===== src/rtl/tdm_demux_1x2.sv =====
// tdm_demux_1x2 -- two-channel time-division demultiplexer.
//
// Receives one word stream whose words alternate between channel 0 and
// channel 1, and steers each accepted word into a one-entry registered
// buffer per channel, each with its own valid/ready handshake.
//
// A word flagged with din_sync is always a channel-0 word and realigns the
// slot counter. A sync that arrives while the counter expects channel 1 is
// a misalignment. It still goes to channel 0, and it raises align_err for
// the following cycle.
//
// Build option: define TDM_DEMUX_ERR_CNT_EN to build an 8-bit saturating
// misalignment counter on err_cnt. Without it, err_cnt is tied to zero.
// align_err exists in both builds.

module tdm_demux_1x2 #(
  parameter int W = 8
) (
  input  logic         clk,
  input  logic         rst_n,
  input  logic [W-1:0] din,
  input  logic         din_valid,
  input  logic         din_sync,
  output logic         din_ready,
  output logic [W-1:0] y0,
  output logic         v0,
  input  logic         r0,
  output logic [W-1:0] y1,
  output logic         v1,
  input  logic         r1,
  output logic         slot,
  output logic         align_err,
  output logic [7:0]   err_cnt
);

  // Slot counter: the channel that the next non-sync word goes to.
  logic slot_q;
  logic slot_d;

  // Misalignment pulse register.
  logic align_err_q;
  logic align_err_d;

  // Per-channel views, gathered so that the channel logic is written once.
  logic [1:0]   v_vec;
  logic [1:0]   r_vec;
  logic [1:0]   load_vec;
  logic [W-1:0] y_arr [2];

  // Target selection and acceptance.
  logic tgt;
  logic accept;
  logic misaligned;

  assign r_vec = {r1, r0};

  // A sync word always belongs to channel 0. Any other word follows the
  // slot counter. din_ready looks only at the target buffer, so a stalled
  // consumer on the other channel never blocks the stream. din_valid does
  // not feed din_ready.
  always_comb begin
    tgt        = 1'b0;
    din_ready  = 1'b0;
    accept     = 1'b0;
    misaligned = 1'b0;
    tgt        = din_sync ? 1'b0 : slot_q;
    din_ready  = !v_vec[tgt] || r_vec[tgt];
    accept     = din_valid && din_ready;
    misaligned = accept && din_sync && slot_q;
  end

  // The slot advances only on an accepted word. It always lands on the
  // opposite channel of the word just taken, so a sync leaves it at 1.
  // The error pulse is set for exactly the cycle after a misaligned accept.
  always_comb begin
    slot_d      = slot_q;
    align_err_d = misaligned;
    if (accept) begin
      slot_d = ~tgt;
    end
  end

  // Slot counter and error pulse registers.
  always_ff @(posedge clk or negedge rst_n) begin
    if (!rst_n) begin
      slot_q      <= 1'b0;
      align_err_q <= 1'b0;
    end else begin
      slot_q      <= slot_d;
      align_err_q <= align_err_d;
    end
  end

  // One-entry output buffer per channel.
  genvar gi;
  generate
    for (gi = 0; gi < 2; gi++) begin : g_ch
      logic         v_q;
      logic         v_d;
      logic [W-1:0] y_q;
      logic [W-1:0] y_d;
      logic         drain;

      assign load_vec[gi] = accept && (tgt == 1'(gi));
      assign drain        = v_q && r_vec[gi];

      // A load overrides a drain in the same cycle. The consumer takes the
      // old word at this edge, and the new word replaces it without a
      // bubble. With no load, y holds its word and only v can clear.
      always_comb begin
        v_d = v_q;
        y_d = y_q;
        if (load_vec[gi]) begin
          v_d = 1'b1;
          y_d = din;
        end else if (drain) begin
          v_d = 1'b0;
        end
      end

      // Buffer registers. Reset discards any held word at once.
      always_ff @(posedge clk or negedge rst_n) begin
        if (!rst_n) begin
          v_q <= 1'b0;
          y_q <= '0;
        end else begin
          v_q <= v_d;
          y_q <= y_d;
        end
      end

      assign v_vec[gi] = v_q;
      assign y_arr[gi] = y_q;
    end
  endgenerate

`ifdef TDM_DEMUX_ERR_CNT_EN
  // Count align_err pulses. The count saturates at 255 instead of
  // wrapping, so a large count cannot read as a small one.
  logic [7:0] err_cnt_q;
  logic [7:0] err_cnt_d;

  // Counter next state: increment on each pulse, hold at full scale.
  always_comb begin
    err_cnt_d = err_cnt_q;
    if (align_err_q && (err_cnt_q != 8'hFF)) begin
      err_cnt_d = err_cnt_q + 8'd1;
    end
  end

  // Counter register. Only reset clears it.
  always_ff @(posedge clk or negedge rst_n) begin
    if (!rst_n) begin
      err_cnt_q <= 8'd0;
    end else begin
      err_cnt_q <= err_cnt_d;
    end
  end

  assign err_cnt = err_cnt_q;
`else
  assign err_cnt = 8'd0;
`endif

  assign y0        = y_arr[0];
  assign v0        = v_vec[0];
  assign y1        = y_arr[1];
  assign v1        = v_vec[1];
  assign slot      = slot_q;
  assign align_err = align_err_q;

endmodule


===== config.mk =====
export PLATFORM = sky130hd
export DESIGN_NAME = tdm_demux_1x2
export DESIGN_NICKNAME = d
export VERILOG_FILES = /design/src/rtl/tdm_demux_1x2.sv
export SDC_FILE = /design/constraint.sdc
export NUM_CORES = 1
export LEC_CHECK = 0
export ABC_AREA = 1
export BUFFER_PORTS_ARGS = -buffer_cell sky130_fd_sc_hd__buf_2
export CORE_MARGIN = 2
export CORE_UTILIZATION = 49
export DETAILED_ROUTE_END_ITERATION = 10
export PLACE_DENSITY = 0.95
export SYNTH_ARGS = -nofsm -noshare
export SYNTH_HDL_FRONTEND = slang
export SYNTH_SLANG_ARGS = --single-unit
export TNS_END_PERCENT = 50

===== constraint.sdc =====
create_clock -name clk -period 3 [get_ports clk]
set_clock_uncertainty 0.2 [all_clocks]
set_input_delay 0.15 -clock clk [delete_from_list [all_inputs] [get_ports clk]]
set_output_delay 0.15 -clock clk [all_outputs]
set_load 0.005 [all_outputs]

==> qor.yml, run 1 <==
outcome:
  status: "completed"
setup_path:
  crit_type: "in2out"
  critPathCaptureType: "output pin"
  max_stage_delay_ns: 0.54
  crit_path_top_delay_cell: "dlygate4sd3_1"
  path_max_fanout: 10
  cp.required_ns: 2.65
  crit_family: "buffers and inverters"
  cp_data_arrival_time_ns: 1.34
  critPathBufInv: 5
  cp-start-kind: "input port"
  path_cells: "dlygate4sd3_1 -> buf_2 -> inv_2 -> nand2_4 -> inv_4 -> nand2_1 -> nand2_1 -> buf_2"
synth:
  synth_cells: 100
  avgSynthCellArea_sq_um: 9.55
  ys_top_cells_by_area: "dfrtp_1, nand2_1, buf_4"
  synth.ff_latch_count: 20
  synth_top_area_share_pct: 52.4
  yosys_warnings: 0
  ys_types: 15
  synth_largest_area_cell: "dfrtp_1"
  ys_seq_area_share_pct: 52.4
  syn_area_sq_um: 955
sta:
  slew_viol_final: 0
  setup_slack_ns: 1.31
  rsz0062_at_grt: "false"
  hold-worst-slack_ns: 0.0246
  finalSetupViolations: 0
  max_freq_ghz: 0.592
  final.setup.tns_ns: 0
  period_needed_ns: 1.69
  finalCritPeriodShare_pct: 56.3
  finalHoldViolCount: 0
grt:
  grt_first_pass_wirelength_mm: 3.11
  grt_max_degree: 21
  grt_remaining_overflow: 0
  grt.total_usage_pct: 20.1
  first_global_vias: 809
  antenna_found_initial: 0
hold_path:
  hold_class: "in2reg"
pwr:
  power_uw: 846
  p_per_area_nw_per_um2: 690
  p_leak_nw: 0.707
  ir_drop_mv: 0.380
floorplanning:
  core_area_sq_um: 1780
  start_util_pct: 53.5
  rows: 15
  die_y_um: 48.1
  pin_count: 43
  die_area_sq_um: 2320
  die_w_um: 48.1
layout:
  syn2layout_area_growth_pct: 28.3
  ff_latch_area_sq_um: 500
  multiInputGateArea_sq_um: 335
  n_antenna_cell: 0
  postLayoutCoreUtil_pct: 68.7
  nNetsFinal: 160
  layout.cells.non_filler: 169
  fillCellCount: 150
  drive_gt1_share_pct: 36.1
  final_cell_area_sq_um: 1220
routing:
  postRouteAntennaNets: 0
  finalWirelength_mm: 2.03
  post_drt_via_cell_ratio: 4.69
  drc_errors: 0
  dr.pass1.iters: 4
  wl_per_cell_um: 12.0
  vias: 792
  drt_first_iter_violations: 10
placed_design:
  gp_congestion: 0.833
  dpl_cell_area_sq_um: 1090
  post-place-ws_ns: 1.65
  hpwl_mm: 1.45
  port_buffers: 34
  placed_cells: 155
clock_tree:
  cts_root_buf: "clkbuf_4"
  clk_pin_slew_worst_paths_ns: 0.10
  cts_sinks: 20
  cts_tree: "yes"
  insertion_delay_ns: 0.30
  post-cts-setup-buffers: 0
  clk_path_buf_depth: 2
  cts_buffers: 3
  htree_num_levels: 1
run:
  maxCapViolCount: 0
==> state kept, by name, indices dropped and copies added, names as in the netlist <==
name       cells
slot           1
y1             8
v1             1
align_err      1
y0             8
v0             1
==> path summary, 6_finish.rpt <==
path	end	slack [ns]	startpoint	cells past startpoint
max	din_ready	1.31	din_sync	8
min	align_err$_DFF_PN0_	0.02	din_valid	3
max reg2reg	y1[5]$_DFFE_PN0P_	1.63	v1$_DFFE_PN0P_	4
min reg2reg	y1[7]$_DFFE_PN0P_	0.28	y1[7]$_DFFE_PN0P_	2
max in group asynchronous	y1[2]$_DFFE_PN0P_	2.16	rst_n	2
min in group asynchronous	y1[6]$_DFFE_PN0P_	0.14	rst_n	2
==> cell families (layout without fill, tap and decap cells) <==
group	after synthesis	count (layout)	synth area share, %
buffers and inverters	25	62	15.2
other	1	8	0.393
AO/OA/AOI/OAI	9	9	7.86
AND/OR/NAND/NOR	45	45	24.1
flip-flops	20	20	52.4
==> layer usage <==
layer  track usage [%]  vias to the layer above  routed length, um
met5                 0                        -                  0
met4              12.4                        0                 49
met3              5.56                        7                114
met2              35.8                       35               1030
met1              20.5                      364                840
li1                  -                      386                  -
==> synthesized netlist by cell type, drive strengths merged <==
master,number
nand2,34
dfrtp,20
inv,14
buf,11
nand4,8
o21ai,8
nand3,3
a21oi,1
conb,1
==> layout by cell type, fill, tap and decap left out <==
| master | synthesis | final |
|---|---|---|
| conb_1 | 1 | 8 |
| nand2_2 | 2 | 2 |
| clkbuf_4 | 0 | 3 |
| nand2_4 | 1 | 1 |
| nand3_4 | 2 | 2 |
| nand3_1 | 1 | 1 |
| nand4_1 | 8 | 8 |
| inv_2 | 1 | 1 |
| inv_4 | 1 | 1 |
| buf_2 | 0 | 34 |
| dfrtp_1 | 20 | 20 |
| dlygate4sd3_1 | 0 | 11 |
| o21ai_2 | 8 | 8 |
| a21oi_1 | 1 | 1 |
| inv_1 | 12 | 12 |
| nand2_1 | 31 | 31 |
==> worst reg2reg max path, delay by kind of cell (launching register included) <==
family | cells | cell delay [ns]
AND/OR/NAND/NOR | 4 | 0.67
flip-flops | 1 | 0.40
==> power by group <==
| group | total (mW) | internal (mW) | switching, mW | leakage [nW] |
|---|---|---|---|---|
| registers | 0.419 | 0.364 | 0.0554 | 0.247 |
| clock network | 0.122 | 0.0468 | 0.0747 | 0.0138 |
| logic | 0.305 | 0.140 | 0.164 | 0.445 |
| total | 0.846 | 0.551 | 0.295 | 0.707 |
==> cell type report <==
type                    instances  area share [%]
flip-flops and latches         20            40.9
multi-input cells              62            27.4
repair buffers                 45            22.9
inverters                      14            4.49
well taps                      25            2.55
clock buffers                   3            1.84
==> what timing repair did <==
action	in CTS	in global routing
resized for setup	0	0
endpoints found under the hold margin	38	0
hold buffers	11	0
Note: power is estimated with default switching activity, not from simulation.
==> inputs of run 2 (changes only) <==
CORE_UTILIZATION = 41   (was 49)
PLACE_DENSITY = 0.86   (was 0.95)
clock period = 1.52 ns   (was 3 ns; I/O delays follow)
==> qor.yml, run 2 (synthesis results as in run 1) <==
layout:
  syn2layout_area_growth_pct: 35.8
  final_cell_area_sq_um: 1300  # +5.8%
  drive_gt1_share_pct: 38.0  # +1.9 points
  final_cell_mix: "buf_2, nand2_1, dfrtp_1, dlygate4sd3_1, inv_1"
  n_antenna_cell: 0  # unchanged
  final_common_cell: "buf_2"
  nNetsFinal: 165  # +3.1%
  fillCellCount: 194  # +29%
floorplanning:
  rows: 17  # +2
  die_area_sq_um: 2730  # +18%
  start_util_pct: 43.2  # -10 points
  die_w_um: 52.3  # +8.5%
  core_area_sq_um: 2210  # +24%
  die_y_um: 52.3  # +8.5%
  pin_count: 43  # unchanged
clock_tree:
  clk_path_buf_depth: 2  # unchanged
  cts_tree: "yes"
  cts_buffers: 3  # unchanged
  clk_pin_slew_worst_paths_ns: 0.11  # about the same
  htree_num_levels: 1  # unchanged
  cts_root_buf: "clkbuf_4"
  cts_sinks: 20  # unchanged
  insertion_delay_ns: 0.29  # about the same
setup_path:
  crit_type: "reg2reg"
  critPathCaptureType: "register"
  max_stage_delay_ns: 0.56  # +0.02 ns
  path_max_fanout: 4  # -6
  path_cells: "nand3_1 -> dlygate4sd3_1 -> a21oi_1"
  cp_data_arrival_time_ns: 1.50  # +0.16 ns
  cp.required_ns: 1.55  # -1.10 ns
  cp-start-kind: "register"
  crit_path_top_delay_cell: "dlygate4sd3_1"
  critPathBufInv: 1  # -4
  crit_family: "buffers and inverters"
outcome:
  status: "completed"
routing:
  wl_per_cell_um: 11.6  # -3.4%
  post_drt_via_cell_ratio: 4.55  # -2.9%
  drc_errors: 0  # unchanged
  postRouteAntennaNets: 0  # unchanged
  drt_first_iter_violations: 13  # +3
  finalWirelength_mm: 2.07  # +1.8%
  dr.pass1.iters: 4  # unchanged
  vias: 810  # +2.3%
placed_design:
  port_buffers: 34  # unchanged
  gp_congestion: 0.734  # -12%
  hpwl_mm: 1.46  # +1.1%
  dpl_cell_area_sq_um: 1100  # +1.0%
pwr:
  ir_drop_mv: 0.615  # +62%
  power_mw: 1.76  # +110%
  p_per_area_nw_per_um2: 1360  # +97%
  power.internal_mw: 1.17  # +110%
  p_switching_uw: 598  # +100%
  power_frac_comb_pct: 35.6  # -0.4 points
  p_leak_nw: 0.735  # +4.0%
  clkPwrFrac_pct: 17.1  # +2.7 points
  p_sw_share_pct: 33.9  # -0.91 points
  p_seq_share_pct: 47.4  # -2.2 points
grt:
  antenna_found_initial: 0  # unchanged
  grt.total_usage_pct: 17.1  # -3.0 points
  grt_first_pass_wirelength_mm: 3.32  # +6.7%
  first_global_vias: 773  # -4.4%
  grt_remaining_overflow: 0  # unchanged
  grt_max_degree: 21  # unchanged
run:
  maxCapViolCount: 0  # unchanged
sta:
  final.setup.tns_ns: 0  # unchanged
  finalCritPeriodShare_pct: 96.5
  finalSetupViolations: 0  # unchanged
  period_needed_ns: 1.47
  hold-worst-slack_ns: 0.0150  # -0.00956 ns
  rsz0062_at_grt: "true"
  max_freq_ghz: 0.682
  finalHoldViolCount: 0  # unchanged
  slew_viol_final: 0  # unchanged
hold_path:
  hold_class: "in2reg"
## run 2: cell types whose count changed in the layout (fill, tap and decap cells not counted), sizes merged
cell / delta
buf: +2
dlygate4sd3: +3
clkbuf: +1
## run 2: layer usage
metal  global-route usage [%]  vias up  part of all wire, %
li1                         -      397                    -
met1                     18.9      364                   37
met2                     31.6       44                   53
met3                     4.00        5                  8.6
met4                     6.41        0                  1.4
met5                        0        -                    0
## run 2: area by class of cell
cell class                 count  area (sq um)  share of cell area [%]
multi-input combinational     62           338                    26.1
timing repair buffer          50           325                    25.1
tap                           28          35.0                    2.70
clock buffer                   4          36.3                    2.80
inverter                      14          60.1                    4.63
sequential                    20           502                    38.7
## run 2: worst min-delay path: stages
cell and delay (ns):
buf_2 0.09, inv_1 0.05, nand2_2 0.10, nand4_1 0.11, nand2_1 0.05
## run 2: final timing paths
kind | end | from | cells after the start | slack, ns
setup / recovery | align_err$_DFF_PN0_ | slot$_DFFE_PN0P_ | 3 | 0.05
hold / removal | y1[1]$_DFFE_PN0P_ | r1 | 5 | 0.02
setup reg to reg | align_err$_DFF_PN0_ | slot$_DFFE_PN0P_ | 3 | 0.05
hold reg to reg | y1[1]$_DFFE_PN0P_ | y1[1]$_DFFE_PN0P_ | 2 | 0.28
max in group asynchronous | slot$_DFFE_PN0P_ | rst_n | 2 | 0.75
min in group asynchronous | align_err$_DFF_PN0_ | rst_n | 2 | 0.04
## run 2: stage by stage
| stage | util [%] | setup slack (ns) | std cells |
|---|---|---|---|
| floorplan | - | 0.311 | 107 |
| global placement | 49.9 | 0.290 | 159 |
| detailed placement | 49.9 | 0.258 | 159 |
| CTS | 57.9 | 0.0278 | 177 |
| global route | 58.6 | -0.00944 | 178 |
| finish | 58.6 | 0.0533 | 178 |
## run 2: what timing repair did
item / CTS / global route
endpoints found under the hold margin: 38 / 0
setup endpoints to repair: 0 / 2
setup buffers: 0 / 1
resized for setup: 0 / 4
hold buffers: 14 / 0
## run 2: power groups by stage
stage | logic [mW] | clock network, mW | registers [mW]
floorplan | 0.319 | 0 | 0.853
global placement | 0.571 | 0 | 0.829
detailed placement | 0.586 | 0 | 0.843
CTS | 0.618 | 0.312 | 0.832
global route | 0.723 | 0.332 | 0.857
finish | 0.627 | 0.301 | 0.835
==> inputs of run 3 (changes only) <==
ABC_CLOCK_PERIOD_IN_PS = 1350   (was unset)
CORE_UTILIZATION = 45   (was 41)
PLACE_DENSITY = 0.89   (was 0.86)
clock period = 1.35 ns   (was 1.52 ns; I/O delays follow)
==> qor.yml, run 3 (synthesis results as in run 1) <==
setup_path:
  critPathCaptureType: "output pin"
  regToRegEndpoint: "y1[0]$_DFFE_PN0P_"
  cp.required_ns: 1.08  # -0.47 ns
  crit_type: "reg2out"
  critPathCapture: "din_ready"
  path_max_fanout: 3  # -1
  startpoint: "slot$_DFFE_PN0P_"
  r2r_slack_ns: 0.05  # about the same
  cp_data_arrival_time_ns: 1.10  # -0.40 ns
  r2r_start: "slot$_DFFE_PN0P_"
  r2r_cells: 6  # +3
  cp-start-kind: "register"
hold_path:
  hold_class: "in2reg"
layout:
  final_cell_mix: "buf_2, nand2_1, dfrtp_1, dlygate4sd3_1, inv_1"
  postLayoutCoreUtil_pct: 68.1  # +9.5 points
  fillCellCount: 150  # -23%
  drive_gt1_share_pct: 41.2  # +3.2 points
  n_antenna_cell: 0  # unchanged
  syn2layout_area_growth_pct: 41.3
  layout.cells.non_filler: 180  # +1.1%
  final_common_cell: "buf_2"
  nNetsFinal: 168  # +1.8%
floorplanning:
  start_util_pct: 48.2  # +5.0 points
  die_y_um: 50.1  # -4.2%
  pin_count: 43  # unchanged
  rows: 16  # -1
  core_area_sq_um: 1980  # -10%
  die_w_um: 50.1  # -4.2%
  die_area_sq_um: 2510  # -8.2%
placed_design:
  hpwl_mm: 1.45  # -0.73%
  port_buffers: 34  # unchanged
  gp_congestion: 0.729  # -0.71%
  placed_cells: 158  # -0.63%
  post-place-ws_ns: 0.0657  # -0.193 ns
clock_tree:
  cts_sinks: 20  # unchanged
  cts_root_buf: "clkbuf_4"
  clk_pin_slew_worst_paths_ns: 0.11  # about the same
  cts_tree: "yes"
  clk_path_buf_depth: 2  # unchanged
  htree_num_levels: 1  # unchanged
  cts_buffers: 3  # unchanged
  insertion_delay_ns: 0.29  # about the same
routing:
  dr.pass1.iters: 4  # unchanged
  drt_first_iter_violations: 7  # -6
  wl_per_cell_um: 12.5  # +7.3%
  post_drt_via_cell_ratio: 4.65  # +2.2%
  finalWirelength_mm: 2.24  # +8.5%
  postRouteAntennaNets: 0  # unchanged
  drc_errors: 0  # unchanged
  vias: 837  # +3.3%
sta:
  finalCritPeriodShare_pct: 101
  finalHoldViolCount: 2  # +2
  setup_slack_ns: -0.0191  # -0.0724 ns
  hold-worst-slack_ns: -0.164  # -0.179 ns
  period_needed_ns: 1.37
  slew_viol_final: 0  # unchanged
  rsz0062_at_grt: "true"
  finalSetupViolations: 1  # +1
  max_freq_ghz: 0.730
grt:
  grt_max_degree: 21  # unchanged
  first_global_vias: 794  # +2.7%
  grt.total_usage_pct: 18.2  # +1.0 points
  grt_remaining_overflow: 0  # unchanged
  grt_first_pass_wirelength_mm: 3.41  # +2.7%
  antenna_found_initial: 0  # unchanged
pwr:
  p_seq_share_pct: 45.3  # -2.1 points
  power.internal_mw: 1.35  # +16%
  power_frac_comb_pct: 38.5  # +2.9 points
  p_switching_uw: 708  # +18%
  clkPwrFrac_pct: 16.3  # -0.8 points
  p_sw_share_pct: 34.4  # +0.47 points
  p_per_area_nw_per_um2: 1530  # +12%
  power_mw: 2.06  # +17%
  ir_drop_mv: 0.989  # +61%
  p_leak_nw: 0.765  # +4.1%
outcome:
  violations: "negative hold slack, negative setup slack"
  status: "finished, violations left"
run:
  maxCapViolCount: 0  # unchanged
[run 3: final cells by class]
| cell class | instances | area [sq um] | area share (%) |
|---|---|---|---|
| multi-input combinational | 63 | 368 | 27.3 |
| timing repair buffer | 52 | 350 | 26.0 |
| sequential | 20 | 500 | 37.1 |
| inverter | 14 | 60.1 | 4.45 |
| tap | 27 | 33.8 | 2.50 |
| clock buffer | 4 | 36.3 | 2.69 |
[run 3: repair_timing]
item,4_1_cts,5_1_grt
setup buffers,3,1
hold buffers,11,2
pin swaps,2,2
gates resized for setup,4,4
hold endpoints to repair,38,10
endpoints found under the setup margin,1,17
gates cloned,0,1
[run 3: metal layers]
| metal | routed length [um] | global-route usage [%] | vias to the layer above | part of all wire (%) |
|---|---|---|---|---|
| li1 | - | - | 406 | - |
| met1 | 933 | 22.0 | 396 | 42 |
| met2 | 1170 | 31.8 | 33 | 52 |
| met3 | 128 | 3.03 | 2 | 5.7 |
| met4 | 9 | 6.94 | 0 | 0.40 |
| met5 | 0 | 0 | - | 0 |
[run 3: stage by stage]
step,cell area [sq um],TNS (ns)
2_1_floorplan,981,0
3_3_place_gp,1100,0
3_5_place_dp,1100,0
4_1_cts,1280,-0.0283
5_1_grt,1350,-0.215
6_report,1350,-0.0191
[run 3: worst min-delay path by stage]
stage | startpoint | endpoint | depth (start not counted)
finish | din_sync | align_err$_DFF_PN0_ | 3
global route | din_sync | align_err$_DFF_PN0_ | 3
CTS | din_sync | align_err$_DFF_PN0_ | 3
detailed placement | rst_n | align_err$_DFF_PN0_ | 1
global placement | rst_n | v0$_DFFE_PN0P_ | 1
floorplan | rst_n | align_err$_DFF_PN0_ | 0
[run 3: power by group through the flow]
stage	clock network, mW	logic (mW)	registers [mW]
6_report	0.335	0.792	0.933
5_1_grt	0.379	0.884	0.961
4_1_cts	0.345	0.740	0.930
3_5_place_dp	0	0.662	0.946
3_3_place_gp	0	0.640	0.935
2_1_floorplan	0	0.359	0.961
[run 3: worst max-delay path: stages, from the launching register on]
cell     delay, ns
dfrtp_1       0.42
nand2_4       0.12
inv_8         0.03
nand2_2       0.07
nand2_2       0.05
buf_2         0.12
